## src/rtl/fetch_pkg.sv

```systemverilog
// Shared definitions for the instruction fetch stage.
// Holds the fetch FSM state encoding, the default bubble instruction and the
// instruction size used to advance the program counter.
package fetch_pkg;

  typedef enum logic [1:0] {
    StFetch,     // request at PC_Out, accept the response
    StDiscard,   // waiting out an abandoned request, response is dropped
    StBuffered   // response captured while decode was stalled
  } fetch_state_e;

  // addi x0, x0, 0
  localparam logic [31:0] NOP_INSTR_DEFAULT = 32'h0000_0013;

  localparam int unsigned INSTR_BYTES = 4;

endpackage

```

## src/rtl/if_id_reg.sv

```systemverilog
// IF/ID pipeline register with stall and flush.
//   clk, reset          : clock, asynchronous active-high reset
//   stall               : hold contents (ignored when flush is set)
//   flush               : load a bubble, overrides stall
//   in_valid            : in_pc/in_instr carry a real instruction; otherwise a
//                         bubble is loaded when not stalled
//   in_pc, in_instr     : candidate instruction
//   id_valid, id_pc,
//   id_instr            : register contents seen by decode
module if_id_reg #(
  parameter logic [63:0] RESET_PC  = 64'd0,
  parameter logic [31:0] NOP_INSTR = fetch_pkg::NOP_INSTR_DEFAULT
) (
  input  logic        clk,
  input  logic        reset,
  input  logic        stall,
  input  logic        flush,
  input  logic        in_valid,
  input  logic [63:0] in_pc,
  input  logic [31:0] in_instr,
  output logic        id_valid,
  output logic [63:0] id_pc,
  output logic [31:0] id_instr
);

  logic        valid_q;
  logic [63:0] pc_q;
  logic [31:0] instr_q;

  // A bubble keeps the previous pc; only valid and the instruction word change.
  always_ff @(posedge clk or posedge reset) begin
    if (reset) begin
      valid_q <= 1'b0;
      pc_q    <= RESET_PC;
      instr_q <= NOP_INSTR;
    end else if (flush) begin
      valid_q <= 1'b0;
      instr_q <= NOP_INSTR;
    end else if (!stall) begin
      if (in_valid) begin
        valid_q <= 1'b1;
        pc_q    <= in_pc;
        instr_q <= in_instr;
      end else begin
        valid_q <= 1'b0;
        instr_q <= NOP_INSTR;
      end
    end
  end

  assign id_valid = valid_q;
  assign id_pc    = pc_q;
  assign id_instr = instr_q;

endmodule

```

## src/rtl/fetch_stage.sv

```systemverilog
// Instruction fetch stage: drives the instruction memory, computes the next
// PC and feeds the IF/ID register. Handles variable memory latency, decode
// stalls (one-entry skid buffer) and branch redirects (outstanding responses
// are dropped).
//   clk, reset               : clock, asynchronous active-high reset
//   PC_Out / PC_In           : current PC from / next PC to the program counter
//   imem_req, imem_addr      : instruction memory request and byte address
//   imem_ack, imem_rdata     : memory completion and instruction word
//   branch_taken,
//   branch_target            : redirect from execute
//   stall                    : decode cannot accept
//   id_valid, id_pc, id_instr: IF/ID register outputs
module fetch_stage
  import fetch_pkg::*;
#(
  parameter logic [63:0] RESET_PC  = 64'd0,
  parameter logic [31:0] NOP_INSTR = NOP_INSTR_DEFAULT
) (
  input  logic        clk,
  input  logic        reset,
  input  logic [63:0] PC_Out,
  output logic [63:0] PC_In,
  output logic        imem_req,
  output logic [63:0] imem_addr,
  input  logic        imem_ack,
  input  logic [31:0] imem_rdata,
  input  logic        branch_taken,
  input  logic [63:0] branch_target,
  input  logic        stall,
  output logic        id_valid,
  output logic [63:0] id_pc,
  output logic [31:0] id_instr
);

  fetch_state_e state_q;
  logic [63:0]  discard_addr_q;
  logic         buf_valid_q;
  logic [63:0]  buf_pc_q;
  logic [31:0]  buf_instr_q;

  logic         ifid_in_valid;
  logic [63:0]  ifid_in_pc;
  logic [31:0]  ifid_in_instr;

  // Memory interface and next PC. Reset forces the request low immediately so
  // an in-flight access is abandoned without waiting for its ack.
  always_comb begin
    imem_req  = 1'b0;
    imem_addr = PC_Out;
    PC_In     = PC_Out;
    if (!reset) begin
      unique case (state_q)
        StFetch:    imem_req = 1'b1;
        StDiscard: begin
          imem_req  = 1'b1;
          imem_addr = discard_addr_q;
        end
        StBuffered: imem_req = 1'b0;
        default:    imem_req = 1'b0;
      endcase
      if (branch_taken) begin
        PC_In = branch_target;
      end else if (state_q == StFetch && imem_ack) begin
        PC_In = PC_Out + 64'(INSTR_BYTES);
      end
    end
  end

  // In FETCH+ack+stall the IF/ID register holds on its own, so the same
  // in_valid works for both the direct path and the stalled case.
  always_comb begin
    ifid_in_valid = (state_q == StFetch && imem_ack) ||
                    (state_q == StBuffered && buf_valid_q);
    ifid_in_pc    = (state_q == StBuffered) ? buf_pc_q : PC_Out;
    ifid_in_instr = (state_q == StBuffered) ? buf_instr_q : imem_rdata;
  end

  always_ff @(posedge clk or posedge reset) begin
    if (reset) begin
      state_q        <= StFetch;
      discard_addr_q <= '0;
      buf_valid_q    <= 1'b0;
      buf_pc_q       <= RESET_PC;
      buf_instr_q    <= NOP_INSTR;
    end else begin
      unique case (state_q)
        StFetch: begin
          if (branch_taken) begin
            // A same-cycle ack completes the old request; otherwise wait it out.
            if (!imem_ack) begin
              discard_addr_q <= PC_Out;
              state_q        <= StDiscard;
            end
          end else if (imem_ack && stall) begin
            buf_valid_q <= 1'b1;
            buf_pc_q    <= PC_Out;
            buf_instr_q <= imem_rdata;
            state_q     <= StBuffered;
          end
        end
        StDiscard: begin
          if (!branch_taken && imem_ack) begin
            state_q <= StFetch;
          end
        end
        StBuffered: begin
          if (branch_taken || !stall) begin
            buf_valid_q <= 1'b0;
            state_q     <= StFetch;
          end
        end
        default: state_q <= StFetch;
      endcase
    end
  end

  if_id_reg #(
    .RESET_PC  (RESET_PC),
    .NOP_INSTR (NOP_INSTR)
  ) u_if_id_reg (
    .clk      (clk),
    .reset    (reset),
    .stall    (stall),
    .flush    (branch_taken),
    .in_valid (ifid_in_valid),
    .in_pc    (ifid_in_pc),
    .in_instr (ifid_in_instr),
    .id_valid (id_valid),
    .id_pc    (id_pc),
    .id_instr (id_instr)
  );

endmodule

```

## config.mk

```make
export PLATFORM = sky130hd
export DESIGN_NAME = fetch_stage
export DESIGN_NICKNAME = d
export VERILOG_FILES = /design/src/rtl/fetch_pkg.sv /design/src/rtl/if_id_reg.sv /design/src/rtl/fetch_stage.sv
export SDC_FILE = /design/constraint.sdc
export NUM_CORES = 1
export LEC_CHECK = 0
export BUFFER_PORTS_ARGS = -buffer_cell sky130_fd_sc_hd__clkbuf_2
export CORE_UTILIZATION = 43
export CTS_CLUSTER_DIAMETER = 200
export DETAILED_ROUTE_END_ITERATION = 10
export GPL_ROUTABILITY_DRIVEN = 0
export GPL_TIMING_DRIVEN = 0
export PLACE_DENSITY_LB_ADDON = 0.05
export SYNTH_ARGS = -nofsm -noshare
export SYNTH_HDL_FRONTEND = slang
export SYNTH_HIERARCHICAL = 1
export SYNTH_SLANG_ARGS = --single-unit
```

## constraint.sdc

```tcl
create_clock -name clk -period 11.5 [get_ports clk]
set_input_delay 0 -clock clk [delete_from_list [all_inputs] [get_ports clk]]
set_output_delay 0 -clock clk [all_outputs]
set_load 0.03 [all_outputs]
```

# Word level (Yosys, flattened, before mapping)
# Index checks and enable logic that the tools add are counted.
# W data, S select, Z words.
# totals
reg_bits	260
latch_bits	0
mem_bits_rw	0
romBits	0
in_bits	165
output_inout_bits	226
memories	0
# op_classes
n_addsub	1
mul	0
n_div	0
n_lt_le_gt_ge	0
n_eq_ne	9
shifts	0
muxes	25
bitwise	3
reduce_logical	16
# op_table
op	count
$mux W64	6
$mux W32	4
$add A64 B3 Y64 const B	1
$mux W2	5
$reduce_and A3 Y1	3
$mux W1	8
$reduce_and A4 Y1	2
$ne A2 B2 Y1 const B	3
$pmux W2 S3	1
$logic_and A1 B1 Y1	4
$ne A2 B1 Y1 const B	2
$ne A3 B2 Y1 const B	1
$ne A3 B3 Y1 const B	1
$not A1 Y1	3
$eq A2 B1 Y1 const B	1
$eq A2 B2 Y1 const B	1
$logic_not A1 Y1	2
$logic_not A2 Y1	1
$logic_or A1 B1 Y1	2
$pmux W1 S2	1
$reduce_bool A2 Y1	1
$reduce_or A2 Y1	1

# Logic depth before layout (Yosys ltp)
# depth
ltp_word	6
depth_mapped	9
mapped_depth_nobuf	6

# Modules after synthesis
# Netlist, hierarchy kept.
# by_module_without_submodules
mod	instances	cells_per_inst	area_per_inst_um2
fetch_stage	1	1054	10776.6
if_id_reg	1	282	4135.2

# Worst setup path before layout
# OpenSTA, ideal clock, no wires.
# synth_timing
path_kind	in2out
startpoint	input port reset
endpoint	output port PC_In[36]
arrival_time_ns	7.003
path_slack_ns	4.497
cell_stages	5
n_path_buf	3
path_cell_list	clkbuf_1 > inv_1 > clkbuf_1 > clkbuf_1 > a311oi_1
# synth_between
elab_chain_cells	1
# synth_rtl
element	line_no	text
start: declaration	fetch_stage.sv:20	input logic reset,
$mux W64	fetch_stage.sv:51	if (!reset) begin
end: declaration	fetch_stage.sv:22	output logic [63:0] PC_In,
# No other way between the ends.

# Worst setup path after layout
# layout_timing
startpoint	register state_q[1]
endpoint	output port PC_In[33]
# layout_between
elab_chain_cells	5
# layout_rtl
element	line_no	text
start: declaration	fetch_stage.sv:35	fetch_state_e state_q;
start signal: assignment	fetch_stage.sv:80	state_q <= StFetch;
start signal: assignment	fetch_stage.sv:92	state_q <= StDiscard;
start signal: assignment	fetch_stage.sv:98	state_q <= StBuffered;
$logic_not A2 Y1	fetch_stage.sv:63	end else if (state_q == StFetch && imem_ack) begin
$logic_and A1 B1 Y1	fetch_stage.sv:63	
$mux W64	fetch_stage.sv:63	
$mux W64	fetch_stage.sv:61	if (branch_taken) begin
$mux W64	fetch_stage.sv:51	
# No other way between the ends.

==> impl_results.md <==
- Worst Hold Class: in2reg
- Pin slew with the least headroom to its limit: 1080 ps
- Total buffers and inverters traversed by the critical path: 2
- Tot Pwr: between 3 and 4 mW
- Total clock sinks: 260
- I/O pin count: approximately 400
- Count of flip-flops with a built-in enable after synthesis: 0
- Initial Utilization: 44.0%
- Layout area overhead: 30.3%
- Chip Width: around 190 um
- Count of warnings emitted by yosys: 6
- Mean area per synthesized cell: approximately 11 um^2
- Max-cap violations: 0
- Antenna Violating Nets Remaining: 0
- Wire length per cell after detailed routing: roughly 23 um
- Instance area at placement: 0.0174 mm^2
- Cell count after placement: approximately 2200
- Largest buffer count on any clock path: 3
- Pwr/cell area: roughly 180 mW/mm^2
- Later-pin clock latency in the skew report: approximately 580 ps
- Overall routed net length: between 50000 and 60000 um
- Cell count along the critical path: 7
- Highest cell delay on the worst timing path: 610 ps
- Area inside the core boundary: 0.0339 mm^2
- Count of input and output buffers: ~360
- Post-route worst hold slack: around 26 ps
- Fraction of synthesized cell area taken by the top area cell type: 42.6%
- Pin count of the biggest net entering global routing: 56
- CP Class: reg2out
- Core Util, Final: 57.4%
- Synth Cell Area: ~0.015 mm^2
- Commonest cells post-synth: 315 x sky130_fd_sc_hd__mux2_2, 254 x sky130_fd_sc_hd__dfrtp_1, 105 x sky130_fd_sc_hd__clkbuf_1, 91 x sky130_fd_sc_hd__nand2_1, 63 x sky130_fd_sc_hd__a21oi_1
- Share of the cycle needed by the critical path after routing: 33.5%
- Share of final-layout standard cells stronger than drive strength 1: a little under half
- Worst slew slack as a fraction of its limit: 27.2%
- Family of cells with the greatest summed delay on the critical path: simple AND/OR/NAND/NOR gates
- Height of the chip: 188 um
- TritonCTS clock tree: done
- Peak supply drop: 0.138 mV
- Maximum frequency from static timing analysis: about 0.26 GHz
- Register-to-Register Setup Slack: 7710 ps
- Area of the die: between 0.03 and 0.04 mm^2
- Post-layout net count: 1987
- Pre-CTS WS: 7670 ps
- Cell count of the worst reg-to-reg path: 9
- Placement Rows: 67
- Worst setup startpoint: state_q[1]
- Critical Path End Type: output pin
- Clock buffer count from CTS: 30
- Clock slew seen by the registers of the worst setup and hold paths: about 60 ps
- Final worst setup slack: roughly 7700 ps
- H-Tree Depth: 1
- Post-synth cell types: 68
- DR vias/cell: approximately 5.7
- Synthesized flop and latch total: 260
- Req. time, crit path: approximately 12000 ps
- Max-slew violation total from the final report: 0
- Worst setup path endpoint: PC_In[33]
- Dpl hpwl: 39600 um
- Cells after synthesis: between 1000 and 1500
- Unrepaired setup endpoints after global routing: false
- Crit Reg-Reg Startpoint: state_q[1]
- Final non-filler cell area: 0.0194 mm^2
- Iteration count of the initial detailed-routing pass: 6
- Detailed router's first-iteration violation count: between 1000 and 1500
- Final Setup Violations: 0
- Gr usage total: just under 30%
- Number of global-route vias before repair: about 13000
- Critical Path Fanout Max: 10
- Setup Skew: approximately 32 ps
- Worst path slowest cell: sky130_fd_sc_hd__or4_1
- Final critical-path required period: a little under 4000 ps
- Cts repair resizes: 0
- Sequential element share of the synthesized area: 43.7%
- Initial antenna violation count: 5
- Run status: complete, no violations
- Via total after detailed routing: between 10000 and 15000
- Non-Filler Instances: roughly 2300
- Number of nets produced by synthesis: 1502
- Share of synthesized flip-flops with an asynchronous set or reset: 100%
- Final Hold Violating Endpoints: 0
- DRC violations left: 0
- Synth area leaders: sky130_fd_sc_hd__dfrtp_1 43%, sky130_fd_sc_hd__mux2_2 24%, sky130_fd_sc_hd__mux2_4 6.0%
- Count of buffers added by post-CTS timing repair for setup: 0
- Leakage power: 8.43 nW
- Remaining Overflow, GRT: 0
- Critical path data arrival time: approximately 3900 ps
- CP Cell Sequence: or3b_1 -> or4_1 -> clkbuf_1 -> nor3_1 -> a311oi_1 -> a211oi_1 -> clkbuf_2
- Sort of element at the start of the critical path: flip-flop
- Reg-to-reg endpoint: u_if_id_reg/id_pc[31]
- Cell with the most instances after synthesis: sky130_fd_sc_hd__mux2_2
- Global-route wire length before repair: about 81000 um
- Leading area contributor after synthesis: sky130_fd_sc_hd__dfrtp_1
- Dominant register cell in the synthesized netlist: sky130_fd_sc_hd__dfrtp_1
- Clock Root Buffer: sky130_fd_sc_hd__clkbuf_16
- Final setup TNS: 0 ps
kinds of logic (layout without fill, tap and decap cells):
group | count (synthesis) | after routing | share of synthesized area (%)
compound gates | 213 | 213 | 9.35
fa+ha+maj | 1 | 1 | 0.0839
buf+inv | 145 | 654 | 4.50
flops | 260 | 260 | 43.7
mux | 380 | 380 | 30.2
other cells | 0 | 3 | 0
simple gates | 337 | 337 | 12.2
area by class of cell:
class	count	area, um^2
Antenna cell	3	7.51
Buffer	132	626
Clock buffer	37	827
Clock inverter	19	324
Fill cell	2969	14400
Inverter	13	51.3
Multi-Input combinational cell	931	7740
Sequential cell	260	6510
Tap cell	448	561
Timing Repair Buffer	453	2780
power by group:
part,total [mW],switching [mW],internal (mW)
Combinational,1.06,0.605,0.452
Sequential,1.30,0.129,1.17
Clock,1.10,0.407,0.691
Total,3.46,1.14,2.32
state kept, by name, summed over array words and instances (netlist names):
signal and count:
u_if_id_reg/id_valid 1, u_if_id_reg/id_pc 64, discard_addr_q 64, state_q 2
buf_valid_q 1, buf_instr_q 32, u_if_id_reg/id_instr 32, buf_pc_q 64
cell usage in the layout, fill, tap and decap left out, types with 39 or more instances in the layout:
master	Yosys	routed
sky130_fd_sc_hd__nand2_1	91	91
sky130_fd_sc_hd__clkbuf_1	105	106
sky130_fd_sc_hd__mux2_2	315	315
sky130_fd_sc_hd__o21ai_0	39	39
sky130_fd_sc_hd__dfrtp_1	254	254
sky130_fd_sc_hd__a21oi_1	63	63
sky130_fd_sc_hd__nor2_1	47	47
sky130_fd_sc_hd__mux2_4	60	60
sky130_fd_sc_hd__dlygate4sd3_1	0	83
sky130_fd_sc_hd__clkbuf_2	0	365
timing repair:
action                                 in CTS  in global routing
setup endpoints to repair                   0                  0
hold buffers                               83                  0
endpoints found under the hold margin     230                  0
worst min path at each step:
stage,endpoint,depth (start not counted),start,slack [ps]
after floorplan,buf_pc_q[33],1,PC_Out[33],150
after global placement,buf_instr_q[19],2,imem_rdata[19],240
after detailed placement,u_if_id_reg/id_pc[8],2,reset,160
after CTS,buf_pc_q[60],2,PC_Out[60],2
after global routing,discard_addr_q[54],2,PC_Out[54],40
final,buf_pc_q[60],2,PC_Out[60],30
per-layer routing:
metal	wire length, um	global-route usage [%]
met5	29	0
met4	2070	10.8
met3	3630	5.49
met2	25300	49.0
met1	22700	39.2
Note: power is estimated with default switching activity, not from simulation.
